===== config.mk =====
export PLATFORM = sky130hd
export DESIGN_NAME = pwm_ciclo_trabajo_multicanal
export DESIGN_NICKNAME = d
export VERILOG_FILES = /design/src/rtl/pwm_ciclo_trabajo_multicanal.sv
export SDC_FILE = /design/constraint.sdc
export NUM_CORES = 1
export LEC_CHECK = 0
export CORE_ASPECT_RATIO = 1.25
export CORE_UTILIZATION = 60
export DETAILED_ROUTE_END_ITERATION = 7
export PLACE_DENSITY = 0.8
export SETUP_SLACK_MARGIN = 0.4
export SKIP_CTS_REPAIR_TIMING = 1
export SYNTH_ARGS = -nofsm -noshare
export SYNTH_HDL_FRONTEND = slang
export SYNTH_SLANG_ARGS = --single-unit

===== constraint.sdc =====
create_clock -name clk_100MHz -period 2.8 [get_ports clk_100MHz]
set_input_delay 0.28 -clock clk_100MHz [delete_from_list [all_inputs] [get_ports clk_100MHz]]
set_output_delay 0.28 -clock clk_100MHz [all_outputs]
set_load 0.01 [all_outputs]

===== src/rtl/pwm_ciclo_trabajo_multicanal.sv =====
// Multi-channel PWM generator with a shared prescaler and shadowed per-channel duty registers.
// Duty steps come from button press edges gated by chip_select; active duties reload only at wrap.
module pwm_ciclo_trabajo_multicanal #(
  parameter int unsigned N_CH      = 4,
  parameter int unsigned DUTY_W    = 4,
  parameter int unsigned PRESC_DIV = 2,
  parameter int unsigned STEP      = 1,
  parameter int unsigned DUTY_RST  = 8
) (
  input  logic                     clk_100MHz,
  input  logic                     rst,
  input  logic                     up,
  input  logic                     down,
  input  logic [N_CH-1:0]          chip_select,
  output logic [N_CH-1:0]          signal_out,
  output logic [N_CH*DUTY_W-1:0]   ciclo_actual,
  output logic                     period_start
);

  localparam int unsigned PRESC_W = (PRESC_DIV > 1) ? $clog2(PRESC_DIV) : 1;
  localparam logic [PRESC_W-1:0]       PrescLast = PRESC_W'(PRESC_DIV - 1);
  localparam logic [DUTY_W-1:0]        DutyMax   = {DUTY_W{1'b1}};
  localparam logic [DUTY_W-1:0]        CntLast   = DUTY_W'((2 ** DUTY_W) - 2);
  localparam logic [DUTY_W-1:0]        DutyRst   = DUTY_W'(DUTY_RST);
  localparam logic [DUTY_W:0]          StepU     = (DUTY_W + 1)'(STEP);
  localparam logic signed [DUTY_W+1:0] StepS     = $signed((DUTY_W + 2)'(STEP));

  logic [PRESC_W-1:0]             presc_q, presc_d;
  logic [DUTY_W-1:0]              cnt_q, cnt_d;
  logic [N_CH-1:0][DUTY_W-1:0]    shadow_q, shadow_d;
  logic [N_CH-1:0][DUTY_W-1:0]    active_q, active_d;
  logic [N_CH-1:0]                signal_out_q, signal_out_d;
  logic                           period_start_q, period_start_d;
  logic                           up_q, up_d;
  logic                           down_q, down_d;

  logic                           tick;
  logic                           wrap;
  logic                           press_up;
  logic                           press_dn;
  logic [N_CH-1:0][DUTY_W:0]      up_sum;
  logic signed [N_CH-1:0][DUTY_W+1:0] dn_diff;

  always_comb begin
    tick           = (presc_q == PrescLast);
    wrap           = tick && (cnt_q == CntLast);
    presc_d        = tick ? '0 : presc_q + 1'b1;
    cnt_d          = cnt_q;
    if (tick) begin
      cnt_d = wrap ? '0 : cnt_q + 1'b1;
    end
    period_start_d = wrap;
    up_d           = up;
    down_d         = down;
    press_up       = up & ~up_q;
    press_dn       = down & ~down_q;

    for (int i = 0; i < N_CH; i++) begin
      // Active duty samples the shadow before any press in this same cycle lands.
      active_d[i]     = wrap ? shadow_q[i] : active_q[i];
      signal_out_d[i] = (cnt_q < active_q[i]);
      up_sum[i]       = {1'b0, shadow_q[i]} + StepU;
      dn_diff[i]      = $signed({2'b00, shadow_q[i]}) - StepS;
      shadow_d[i]     = shadow_q[i];
      if (chip_select[i] && press_up && !press_dn) begin
        shadow_d[i] = (up_sum[i] > {1'b0, DutyMax}) ? DutyMax : up_sum[i][DUTY_W-1:0];
      end else if (chip_select[i] && press_dn && !press_up) begin
        shadow_d[i] = dn_diff[i][DUTY_W+1] ? '0 : dn_diff[i][DUTY_W-1:0];
      end
    end
  end

  always_ff @(posedge clk_100MHz) begin
    if (!rst) begin
      presc_q        <= '0;
      cnt_q          <= '0;
      shadow_q       <= {N_CH{DutyRst}};
      active_q       <= {N_CH{DutyRst}};
      signal_out_q   <= '0;
      period_start_q <= 1'b0;
      // Edge registers start high so a level held through reset is not a press.
      up_q           <= 1'b1;
      down_q         <= 1'b1;
    end else begin
      presc_q        <= presc_d;
      cnt_q          <= cnt_d;
      shadow_q       <= shadow_d;
      active_q       <= active_d;
      signal_out_q   <= signal_out_d;
      period_start_q <= period_start_d;
      up_q           <= up_d;
      down_q         <= down_d;
    end
  end

  assign signal_out   = signal_out_q;
  assign ciclo_actual = shadow_q;
  assign period_start = period_start_q;

endmodule


==> impl_table.tex <==
\begin{tabular}{lr}
\hline
Metric & Value \\
\hline
\multicolumn{2}{l}{\textbf{Placement}} \\
Number of port buffers & 28 \\
Worst slack at placement & 712 ps \\
Final weighted congestion in routability-driven placement & 0.952 \\
Inst Count DP & 377 \\
DP HPWL & 4100 um \\
\multicolumn{2}{l}{\textbf{Clock network}} \\
Maximum level of the CTS H-tree & 2 \\
Number of clock buffers inserted by TritonCTS & 5 \\
Later-pin clock latency in the skew report & 300 ps \\
Library cell used as clock root buffer & clkbuf\_8 \\
Max Root-Sink Buffers & 2 \\
Number of clock sinks & 44 \\
CTS tree & done \\
Clock transition at the register clock pins on the worst setup and hold paths after CTS & 80 ps \\
\multicolumn{2}{l}{\textbf{Setup path}} \\
Number of cells traversed by the worst register-to-register path & 6 \\
Worst r2r src & ciclo\_actual[12] \\
Arrival time reported for the critical path endpoint & 1970 ps \\
R2r setup slk & 1070 ps \\
Maximum single-stage delay on the critical path & 500 ps \\
WP buf/inv & 1 \\
Critical path class & in2reg \\
Data required, critical path & 2960 ps \\
R2R Path End & ciclo\_actual[12] \\
Kind of cell adding the most delay to the critical path & simple AND/OR/NAND/NOR gates \\
Largest driver fanout on the critical path & 14 \\
Type of destination of the critical path & register \\
Worst-path cell with the longest stage delay & clkdlybuf4s50\_1 \\
Nature of the critical path startpoint & input pin \\
Worst-path cell chain & clkdlybuf4s50\_1 -> nor2b\_4 -> nor2\_4 -> a2111oi\_2 -> o32ai\_2 \\
\multicolumn{2}{l}{\textbf{Final layout}} \\
Synthesis-to-layout area growth & 14.9\% \\
Area taken by multi-input logic gates & 0.00157 mm\^{}2 \\
Share of final-layout standard cells stronger than drive strength 1 & 8.54\% \\
Nets & 358 \\
Antenna fix cells & 0 \\
Non-filler cells, final & 384 \\
Flip-flop and latch area & 881 um\^{}2 \\
Fillers & 347 \\
\multicolumn{2}{l}{\textbf{STA}} \\
Unrepaired setup endpoints after global routing & no \\
Worst slack on hold paths & 458 ps \\
Number of pins with negative max-slew slack in the final report & 0 \\
Setup tns final & 0 ps \\
Clock skew after layout & 3.89 ps \\
Clock period minus final worst setup slack & 1810 ps \\
Worst slew margin relative to its limit & 43.1\% \\
Worst Slack Setup Final & 994 ps \\
Ratio of final minimum period to clock period & 64.5\% \\
Number of failing hold endpoints at the final stage & 0 \\
Max frequency & 0.554 GHz \\
Endpoints failing setup & 0 \\
Tightest Pin Transition & 853 ps \\
\multicolumn{2}{l}{\textbf{Hold path}} \\
Hold Path Stages & 2 \\
Worst hold path class & reg2reg \\
Hold worst-path end & active\_q[13] \\
Hold Crit Start & active\_q[13] \\
\multicolumn{2}{l}{\textbf{GRT}} \\
Largest net degree at the start of global routing & 23 \\
Total gr overflow & 0 \\
Tot GR Track Use & 28.8\% \\
Antenna violations before repair & 0 \\
First-pass GRT wire length & 10200 um \\
Number of global-route vias before repair & 2185 \\
\multicolumn{2}{l}{\textbf{Yosys}} \\
Avg Synthesized Cell Area & 8.56 um\^{}2 \\
Ys flop type & dfxtp\_1 \\
Seq cells post-synth & 44 \\
Post-Syn Area & 0.00266 mm\^{}2 \\
Number of unique standard cell types used by synthesis & 57 \\
Number of synthesized flops with an enable pin & 0 \\
Cell count after synthesis & 310 \\
Fraction of synthesis flops using an asynchronous set or reset pin & 0\% \\
Syn. warnings & 0 \\
Synthesized Nets & 340 \\
Sequential-to-total area share from yosys stat & 33.2\% \\
\multicolumn{2}{l}{\textbf{Drt}} \\
Routed WL per cell & 15.9 um \\
Remaining design rule violation count & 0 \\
DR vias/cell & 6.04 \\
Number of DRC markers after the initial detailed-route iteration & 149 \\
Total wire length after detailed routing & 6100 um \\
Post-route ant nets & 0 \\
Detailed-routing iteration count for the pre-antenna-repair pass & 5 \\
Via count & 2321 \\
\multicolumn{2}{l}{\textbf{Power}} \\
Leak & 1.21 nW \\
Total chip power & 1.46 mW \\
Power density normalized to cell area & 478 mW/mm\^{}2 \\
Worst IR Drop VDD & 0.000358 V \\
\multicolumn{2}{l}{\textbf{Die}} \\
Die outline height & 76.4 um \\
Starting Density & 63.8\% \\
Number of I/O pins & 29 \\
Die extent in x & 61.5 um \\
DIE AREA & 0.00470 mm\^{}2 \\
Area inside the core boundary & 0.00416 mm\^{}2 \\
Total number of placement rows & 26 \\
\multicolumn{2}{l}{\textbf{Run status}} \\
Result of the run & finished, final reports clean \\
\multicolumn{2}{l}{\textbf{Job}} \\
Number of maximum-capacitance violations & 0 \\
\hline
\end{tabular}
per-stage QoR:
step / area [um^2] / util, %
2_1_floorplan: 2660 / -
3_3_place_gp: 2920 / 70.2
3_5_place_dp: 2920 / 70.2
4_1_cts: 3050 / 73.3
5_1_grt: 3050 / 73.3
6_report: 3050 / 73.3
synth_stat cells, types with 2 or more instances:
cell type,number,area share (%)
a32o_1,2,0.75
a21o_1,10,2.8
and3_1,2,0.47
a41oi_1,2,0.66
o32ai_2,2,1.2
nor4_1,2,0.47
buf_2,4,0.75
clkbuf_1,10,1.4
nor3_1,11,2.1
a21oi_1,21,4.0
mux2i_1,5,1.9
a311oi_1,2,0.66
a31oi_1,7,1.6
nand3_1,6,1.1
nand4_1,7,1.6
buf_6,2,0.85
ha_1,22,10
a211oi_1,7,2.0
buf_4,3,0.85
o32ai_1,2,0.66
dfxtp_1,44,33
and4_1,2,0.66
a221oi_2,2,1.1
nor2_1,12,1.7
nand2b_1,10,2.4
nor3_2,3,1.1
mux2_2,2,0.85
o21ai_1,2,0.38
o21ai_0,5,0.94
inv_1,27,3.8
and2b_1,2,0.57
nand2_1,37,5.2
and2_1,3,0.71
o211ai_1,6,1.7
nor3b_1,2,0.57
worst reg2reg max path, stage by stage (launching register included):
cell	delay, ps
dfxtp_1	410
inv_1	90
ha_1	220
nor3b_1	400
o21ai_0	180
a31oi_1	230
a311oi_2	60
cell usage in the layout, fill, tap and decap left out, drive strengths merged, types with 7 or more instances in the layout:
cell type and count:
a21oi 21, nand2 37, a31oi 7, dfxtp 44, clkdlybuf4s50 28, inv 27, nor2 13, a211oi 8
a21o 10, nand4 7, nor3 14, ha 22, nand2b 11, o21ai 7
area by class of cell:
cell class	count	share of cell area (%)
Multi-Input combinational cell	219	51.4
Inverter	27	3.32
Sequential cell	44	28.9
Timing Repair Buffer	31	9.93
Clock buffer	5	2.26
Clock inverter	2	1.97
Tap cell	56	2.30
power by group:
part           total [mW]  internal [mW]  switching (mW)  leakage (nW)
clock               0.575          0.351           0.224        0.0642
sequential          0.679          0.644          0.0347         0.359
combinational       0.205          0.101           0.105         0.782
total                1.46           1.10           0.363          1.21
kinds of logic after synthesis:
family          share of synthesized area [%]
xor+xnor                                 1.70
buf+inv                                  7.82
fa+ha+maj                                10.4
mux                                      2.73
compound gates                           23.4
flops                                    33.2
simple gates                             20.8
worst max-delay path by stage:
stage	slack, ps	cells after the start	endpoint	start
CTS	1020	5	ciclo_actual[1]	down
global route	890	6	ciclo_actual[12]	ciclo_actual[12]
detailed placement	710	5	ciclo_actual[1]	down
finish	990	5	ciclo_actual[1]	down
floorplan	1250	6	ciclo_actual[0]	ciclo_actual[0]
global placement	790	5	ciclo_actual[1]	down
per-layer routing:
layer / track usage (%) / share of wire [%] / up-vias / routed length, um
met4: 9.56 / 1.7 / 0 / 105
met2: 49.1 / 52 / 79 / 3150
li1: - / - / 1144 / -
met3: 5.43 / 5.5 / 9 / 338
met1: 34.8 / 41 / 1089 / 2510
met5: 0 / 0 / - / 0
registers in the layout (all words and copies together) (netlist names):
name and cells:
active_q 16, up_q 1, cnt_q 4, period_start 1, ciclo_actual 16, down_q 1, presc_q 1, signal_out 4
Power figures use the tool's default switching activity.
